==> src/rtl/hazard_stall_ctrl.sv <==
// Load-use hazard / pipeline-stall controller: same-cycle hazard detection,
// multi-cycle load bubbles, memory-busy freeze, flush arbitration and bubble counting.
module hazard_stall_ctrl #(
    parameter int unsigned INSTR_W  = 32,
    parameter int unsigned ADDR_W   = 5,
    parameter int unsigned LOAD_LAT = 1,
    parameter int unsigned CNT_W    = 16
) (
    input  logic               clk_i,
    input  logic               rst_i,
    input  logic [INSTR_W-1:0] instruction_i,
    input  logic               use_rt_i,
    input  logic [ADDR_W-1:0]  ID_EX_RTaddr_i,
    input  logic               ID_EX_MemRead_i,
    input  logic               mem_busy_i,
    input  logic               branch_taken_i,
    input  logic               cnt_clr_i,
    output logic               PC_o,
    output logic               IF_ID_o,
    output logic               Control_mux_o,
    output logic               freeze_o,
    output logic               IF_flush_o,
    output logic [CNT_W-1:0]   stall_cnt_o
);

    localparam int unsigned REM_W = 4;
    localparam int unsigned RS_LO = 21;
    localparam int unsigned RT_LO = 16;

    typedef enum logic {
        IDLE    = 1'b0,
        LU_HOLD = 1'b1
    } state_t;

    state_t             state_q;
    state_t             state_d;
    logic [REM_W-1:0]   rem_q;
    logic [REM_W-1:0]   rem_d;
    logic [ADDR_W-1:0]  rs;
    logic [ADDR_W-1:0]  rt;
    logic               lu_hit;
    logic               unused_instr_bits;

    assign rs = instruction_i[RS_LO +: ADDR_W];
    assign rt = instruction_i[RT_LO +: ADDR_W];
    assign unused_instr_bits = ^{instruction_i[INSTR_W-1:RS_LO+ADDR_W],
                                 instruction_i[RT_LO-1:0]};

    // Register 0 is hardwired, so a load targeting it can never create a hazard.
    assign lu_hit = ID_EX_MemRead_i
                  & (ID_EX_RTaddr_i != '0)
                  & ((ID_EX_RTaddr_i == rs) | (use_rt_i & (ID_EX_RTaddr_i == rt)));

    always_ff @(posedge clk_i or negedge rst_i) begin
        if (!rst_i) begin
            state_q <= IDLE;
            rem_q   <= '0;
        end else begin
            state_q <= state_d;
            rem_q   <= rem_d;
        end
    end

    always_comb begin
        state_d       = state_q;
        rem_d         = rem_q;
        PC_o          = 1'b0;
        IF_ID_o       = 1'b0;
        Control_mux_o = 1'b0;
        freeze_o      = 1'b0;
        IF_flush_o    = 1'b0;

        if (mem_busy_i) begin
            // Busy freezes everything and defers any hazard decision.
            freeze_o = 1'b1;
            PC_o     = 1'b1;
            IF_ID_o  = 1'b1;
        end else begin
            unique case (state_q)
                IDLE: begin
                    if (lu_hit) begin
                        PC_o          = 1'b1;
                        IF_ID_o       = 1'b1;
                        Control_mux_o = 1'b1;
                        if (LOAD_LAT > 1) begin
                            state_d = LU_HOLD;
                            rem_d   = REM_W'(LOAD_LAT - 1);
                        end
                    end
                end
                LU_HOLD: begin
                    PC_o          = 1'b1;
                    IF_ID_o       = 1'b1;
                    Control_mux_o = 1'b1;
                    rem_d         = rem_q - REM_W'(1);
                    if (rem_q == REM_W'(1)) begin
                        state_d = IDLE;
                    end
                end
                default: begin
                    state_d = IDLE;
                    rem_d   = '0;
                end
            endcase
        end

        IF_flush_o = branch_taken_i & ~PC_o;

        if (!rst_i) begin
            PC_o          = 1'b0;
            IF_ID_o       = 1'b0;
            Control_mux_o = 1'b0;
            freeze_o      = 1'b0;
            IF_flush_o    = 1'b0;
        end
    end

    // Saturating bubble counter; clear takes priority over increment.
    always_ff @(posedge clk_i or negedge rst_i) begin
        if (!rst_i) begin
            stall_cnt_o <= '0;
        end else if (cnt_clr_i) begin
            stall_cnt_o <= '0;
        end else if (Control_mux_o && (stall_cnt_o != {CNT_W{1'b1}})) begin
            stall_cnt_o <= stall_cnt_o + CNT_W'(1);
        end
    end

endmodule

==> config.mk <==
export PLATFORM = sky130hd
export DESIGN_NAME = hazard_stall_ctrl
export DESIGN_NICKNAME = d
export VERILOG_FILES = /design/src/rtl/hazard_stall_ctrl.sv
export SDC_FILE = /design/constraint.sdc
export NUM_CORES = 1
export LEC_CHECK = 0
export CAP_MARGIN = 5
export CORE_AREA = 5 5 64 66
export CTS_CLUSTER_DIAMETER = 80
export DETAILED_ROUTE_END_ITERATION = 16
export DIE_AREA = 0 0 69 71
export PLACE_DENSITY_LB_ADDON = 0.1
export SLEW_MARGIN = 40
export SYNTH_ARGS = -nofsm -noshare
export SYNTH_HDL_FRONTEND = slang
export SYNTH_SLANG_ARGS = --single-unit
==> constraint.sdc <==
create_clock -name clk_i -period 2.1 [get_ports clk_i]
set_input_delay 0.21 -clock clk_i [delete_from_list [all_inputs] [get_ports clk_i]]
set_output_delay 0.21 -clock clk_i [all_outputs]
set_load 0.005 [all_outputs]
==> flow_summary.toml, run 1 <==
[floorplanning]
rows = 22
io_pins = 65
die_h_um = 71
die_w_um = 69
die_area_um2 = 4899
initial_core_util_pct = 37.46
coreArea_um2 = 3523

[placed_design]
globalplace.congestion = 0.7842
dp_hpwl_um = 2945
placed_cells = 251
io_buffers = 42

[worst_setup_path]
path_common_cell = "dlygate4sd2_1"
cp.required_ps = 1890
regToRegEndpoint = "stall_cnt_o[6]$_DFFE_PN0P_"
path_cells = "dlygate4sd2_1, or4_4, o21a_1, a21oi_4, and3_4, dlygate4sd2_1"
slowest_delay_ps = 490
endpoint_kind = "output pin"
critPathSlowestCell = "or4_4"
worstReg2RegStart = "stall_cnt_o[0]$_DFFE_PN0P_"
cp-start-kind = "input pin"
path_delay_family = "simple AND/OR/NAND/NOR gates"
cp_max_fo = 4
critical_path_buf_inv_count = 2
cp.arrival_ps = 1840
rrSetupSlack_ps = 160
critPathKind = "input pin to output pin"
rr_worst_depth = 7

[clock_tree]
htree_num_levels = 1
cts.sinks = 21
clockBufferDepth = 2
clock_latency_ps = 310
cts_tree = "yes"
clkTransAtPathRegs_ps = 130
clockRootBuffer = "clkbuf_4"
cts_buffers = 3

[finish]
nFillCells = 371
finalNonFillerCells = 261
postLayoutCoreUtil_pct = 59.09
antenna_cells = 0
area_growth_syn_to_layout_pct = 57.73
final_net_count = 261
drive_gt1_share_pct = 23.94
final_cell_mix = "31 x clkdlybuf4s50_1, 24 x buf_4, 21 x dfrtp_1"
layout_commonest_cell = "clkdlybuf4s50_1"

[min_path]
hold_path.class = "input pin to async pin"

[sta]
setup_viol = 0
whs_ps = 259.7
max_slew_margin_pct = 74.19
hold_viol = 0
rsz0062_at_grt = "yes"
fin_crit_ps = 2053
tightestPinTransition_ps = 386.0
fin_worst_skew_ps = 2.493
period_share_pct = 97.77
final_max_slew_viol_count = 0
max_freq_mhz = 487.1

[yosys]
synth-seq-cells = 21
synthArstFlopShare_pct = 100.0
ys.flop_type = "dfrtp_1"
synth_seq_area_share_pct = 39.81
yosysUniqueCellTypes = 37
synth.avg_cell_area_um2 = 9.167
syn_area_um2 = 1320
netlist_instances = 144
synth_warnings = 0
synth_nets = 191
synth_edf_count = 0

[route]
antenna_left = 0
firstDrtPassIters = 4
wirelength_um = 3708
drc = 0
vias_per_cell = 5.161
num_vias = 1347
wl_per_cell_um = 14.21
drtIter0Drc = 40

[global_routing]
grt_pass1_vias = 1378
grt_overflow = 0
grt_max_degree = 15
grt_first_pass_wirelength_um = 6189
track_usage_pct = 15.38
antenna_found_initial = 0

[power]
finalPower_mw = 1.142
peakVddDrop_v = 0.0005642
leakage_nw = 0.8683
power_density_nw_per_um2 = 548.5

[job]
drv_cap = 0

[status]
status = "finished, final reports clean"
==> worst max-delay path by stage <==
| stage | start | to | slack (ps) | cells after the start |
|---|---|---|---|---|
| 2_1_floorplan | stall_cnt_o[0]$_DFFE_PN0P_ | stall_cnt_o[5]$_DFFE_PN0P_ | 210 | 7 |
| 3_3_place_gp | ID_EX_RTaddr_i[1] | IF_flush_o | -440 | 6 |
| 3_5_place_dp | ID_EX_RTaddr_i[1] | IF_flush_o | -480 | 6 |
| 4_1_cts | instruction_i[22] | stall_cnt_o[5]$_DFFE_PN0P_ | -100 | 11 |
| 5_1_grt | ID_EX_RTaddr_i[1] | stall_cnt_o[6]$_DFFE_PN0P_ | -30 | 11 |
| 6_report | ID_EX_RTaddr_i[3] | IF_flush_o | 50 | 6 |
==> power by group <==
part | internal (mW) | switching [mW] | total [mW] | leakage, nW
Clock | 0.0711 | 0.134 | 0.205 | 0.0177
Sequential | 0.455 | 0.0576 | 0.513 | 0.284
Combinational | 0.226 | 0.198 | 0.424 | 0.566
==> area by class of cell <==
class | count | area [µm²] | area share, %
multi-input cells | 114 | 825.8 | 39.66
repair buffers | 68 | 620.6 | 29.81
flip-flops and latches | 21 | 525.5 | 25.24
well taps | 48 | 60.06 | 2.885
clock buffers | 3 | 22.52 | 1.082
inverters | 6 | 22.52 | 1.082
clock inverters | 1 | 5.005 | 0.2404
==> synth_stat cells (2+ instances only) <==
cell	instances	share of area, %
xnor2_1	13	8.6
nor2b_1	2	0.95
o31ai_1	3	1.7
or3_1	3	1.4
dfrtp_1	21	40
and3_1	4	1.9
o21ai_0	5	1.9
nor4_1	4	1.9
nand4_1	7	3.3
xor2_1	4	2.7
nand3_1	11	4.2
o21bai_1	2	1.1
nor3_1	2	0.76
inv_1	6	1.7
ha_1	3	2.8
nor2_1	10	2.8
a21oi_1	8	3.0
nand2_1	11	3.1
or4_1	5	2.8
clkbuf_1	2	0.57
nand2b_1	2	0.95
==> metal layers <==
metal	global-route usage, %	vias to the layer above	wire length [µm]
met4	3.254	0	28
met2	29.77	23	2015
met5	0	-	0
li1	-	661	-
met3	2.557	4	104
met1	17.63	659	1560
==> cell families after synthesis <==
kind of cell	count (synthesis)	share of synthesized area [%]
DFF	21	39.81
AOI/OAI and AO/OA	29	16.02
adders and majority gates	3	2.844
buffers and inverters	9	2.844
xor gates and xnor gates	17	11.28
and+or+nand+nor	64	26.45
muxes	1	0.7583
==> through the flow <==
| step | cell area [µm²] | setup TNS, ps | setup WS, ps |
|---|---|---|---|
| finish | 2082 | 0 | 46.93 |
| global route | 2082 | -51.07 | -27.23 |
| CTS | 1997 | -175.8 | -95.72 |
| detailed placement | 1936 | -4042 | -484.4 |
| global placement | 1936 | -3001 | -440.8 |
| floorplan | 1320 | 0 | 213.4 |
==> worst register-to-register path: cells and delay by family (launching register included) <==
kind	cells	cell delay (ps)
flops	1	450
compound gates	3	450
simple gates	3	740
fa+ha+maj	1	250
==> registers in the layout (all words and copies together) (netlist names) <==
signal	count
stall_cnt_o	16
rem_q	4
state_q	1
==> repair_timing <==
| item | in CTS | in global routing |
|---|---|---|
| hold buffers | 0 | 0 |
| pin swaps | 7 | 11 |
| endpoints found under the setup margin | 4 | 11 |
| setup buffers | 3 | 3 |
| gates resized for setup | 15 | 19 |
| cloned | 0 | 0 |
(Power assumes the default switching activity.)
==> inputs of run 2 (changes only) <==
- ABC_AREA: default -> 1
- CORE_AREA: 5 5 64 66 -> 5 5 66 68
- DIE_AREA: 0 0 69 71 -> 0 0 71 73
- MAX_ROUTING_LAYER: default -> met4
- PLACE_DENSITY: default -> 0.77
- PLACE_DENSITY_LB_ADDON: 0.1 -> default
==> run 2 against run 1 <==
Net effect: sequential share of layout area decreased by 0.46 points; combinational power shrank 4.7%; largest cell class unchanged; design area up 1.9%; hold slack improved by 230 ps; critical endpoint is now Control_mux_o; count of clock-buffer cells in the layout increased by 1; critical path type unchanged.
==> flow_summary.toml, run 2 <==
[sta]
fin_worst_skew_ps = 1.335
fin_crit_ps = 1919
setup_viol = 0
max_slew_margin_pct = 73.24
tightestPinTransition_ps = 400.9
period_share_pct = 91.40
max_freq_mhz = 521.0
setup_tns_ps = 0
final_max_slew_viol_count = 0
rsz0062_at_grt = "no"
hold_viol = 0

[yosys]
synth_nets = 280
yosysUniqueCellTypes = 28
ys.flop_type = "dfrtp_1"
synth_top_cell_area_share_pct = 34.01
synth_compound_area_share_pct = 4.939
syn_area_um2 = 1545
synth_warnings = 0
synth.most_common_cell = "nand2_1"
netlist_instances = 233
synth_edf_count = 0
yosys-top-cells-area = "dfrtp_1 34%, nand2_1 18%, inv_1 9.0%"
synthArstFlopShare_pct = 100.0
synth-seq-cells = 21
synth_top_family_by_area = "simple AND/OR/NAND/NOR gates"
synthTopCellsByCount = "76 x nand2_1, 37 x inv_1, 25 x nor2_1"
synth.avg_cell_area_um2 = 6.632
yosys.area_share.simple_pct = 41.94
yosys.area_share.adder_pct = 2.429
synth-xor-area-share_pct = 4.534
synthMuxAreaShare_pct = 0
synth_seq_area_share_pct = 34.01
synth_largest_area_cell = "dfrtp_1"

[finish]
final_net_count = 332
postLayoutCoreUtil_pct = 55.83
largest_register_ffs = 16
area_growth_syn_to_layout_pct = 37.25
drive_gt1_share_pct = 10.56
nFillCells = 361
final_cell_mix = "76 x nand2_1, 36 x inv_1, 36 x clkdlybuf4s50_1"
layout_commonest_cell = "nand2_1"
postLayoutCellArea_um2 = 2121
largestRegisters = "stall_cnt_o x16, rem_q x4, state_q x1"
regMostFlops = "stall_cnt_o"
finalNonFillerCells = 334
antenna_cells = 0

[placed_design]
dp_hpwl_um = 2887
globalplace.congestion = 0.8157
io_buffers = 42
place_area_um2 = 2069
placed_cells = 330

[power]
peakVddDrop_v = 0.0003980
leakage_nw = 1.112
power_density_nw_per_um2 = 555.7

[worst_setup_path]
critPathSlowestCell = "clkdlybuf4s50_1"
slowest_delay_ps = 540
critPathKind = "input pin to output pin"
critical_path_buf_inv_count = 4
endpoint = "Control_mux_o"
endpoint_kind = "output pin"
cp-start-kind = "input pin"
path_common_cell = "nand2_1"
cp.arrival_ps = 1710
cp_max_fo = 4
cp.required_ps = 1890
path_delay_family = "buffers and inverters"
regToRegEndpoint = "stall_cnt_o[15]$_DFFE_PN0P_"
rr_worst_depth = 11
worstReg2RegStart = "stall_cnt_o[0]$_DFFE_PN0P_"
cp.depth = 12
crit_start = "ID_EX_RTaddr_i[4]"
path_cells = "clkdlybuf4s50_1, inv_2, nand2_1, nand2_1, nor2_1, nand3_1, nand2_1, nand2_1, nand2_2, nand2_1, inv_1, dlygate4sd2_1"
rrSetupSlack_ps = 260

[clock_tree]
clock_latency_ps = 260
clockBufferDepth = 2
clockRootBuffer = "clkbuf_8"
cts.sinks = 21
postCtsSetupBuffers = 0
clkTransAtPathRegs_ps = 70
cts_resized = 5
cts_tree = "yes"
cts_buffers = 3
htree_num_levels = 1
ctsHoldBuffers = 0

[floorplanning]
die_h_um = 73
rows = 23
coreArea_um2 = 3799
io_pins = 65
die_area_um2 = 5183
initial_core_util_pct = 40.68
die_w_um = 71

[global_routing]
grt_overflow = 0
grt_max_degree = 22
antenna_found_initial = 0
grt_pass1_vias = 1467
track_usage_pct = 15.32
grt_first_pass_wirelength_um = 6237

[route]
dr_wl_met2_um = 1820
drtIter0Drc = 93
firstDrtPassIters = 4
vias_per_cell = 4.605
wl_met3_um = 94
wl_per_cell_um = 10.78
drc = 0
antenna_left = 0
top_layer_used = "met4"
wirelength_um = 3599
num_vias = 1538
met1_length_um = 1670

[job]
drv_cap = 0

[status]
status = "finished, final reports clean"

[min_path]
hold_path.class = "input pin to async pin"
==> run 2: area by class of cell <==
cell class	count	area (µm²)	area share, %
Multi-Input combinational cell	167	838.3	39.53
Sequential cell	21	525.5	24.78
Clock buffer	4	45.04	2.124
Tap cell	50	62.56	2.950
Timing Repair Buffer	53	503.0	23.72
Inverter	39	146.4	6.903
==> run 2: kinds of logic (layout without fill, tap and decap cells) <==
kind of cell	count (synthesis)	after routing
fa+ha+maj	3	3
xor+xnor	8	8
compound gates	13	13
flops	21	21
buf+inv	45	96
simple gates	143	143
==> run 2: power by group <==
part           leakage (nW)  switching (mW)  internal (mW)
sequential            0.278          0.0394          0.468
clock                0.0228           0.132          0.135
combinational         0.811           0.212          0.192
total                  1.11           0.383          0.795
==> run 2: how the worst min path moves through the flow <==
stage,endpoint,startpoint,slack [ps],cells after the start
after floorplan,rem_q[0]$_DFFE_PN0P_,rst_i,-90,0
after global placement,rem_q[0]$_DFFE_PN0P_,rem_q[0]$_DFFE_PN0P_,490,1
after detailed placement,rem_q[0]$_DFFE_PN0P_,rem_q[0]$_DFFE_PN0P_,500,1
after CTS,rem_q[0]$_DFFE_PN0P_,rem_q[0]$_DFFE_PN0P_,510,1
after global routing,rem_q[0]$_DFFE_PN0P_,rem_q[0]$_DFFE_PN0P_,540,1
final,rem_q[0]$_DFFE_PN0P_,rst_i,490,3
==> run 2: through the flow <==
step           power [mW]  setup WS, ps  hold slack [ps]
6_report            1.179         180.6            492.1
5_1_grt             1.261         18.39            540.9
4_1_cts             1.196         2.150            508.3
3_5_place_dp       0.9310        -116.5            495.1
3_3_place_gp       0.9142        -85.55            486.2
2_1_floorplan      0.7446         457.7           -85.59
==> run 2: tightest hold or removal path: cells and delay by family <==
kind                   cells  cell delay, ps
buffers and inverters      3             920
==> run 2: per-layer routing <==
layer,up-vias,global-route usage [%]
li1,822,-
met1,695,18.50
met2,19,26.78
met3,2,3.030
met4,0,2.923
met5,-,-
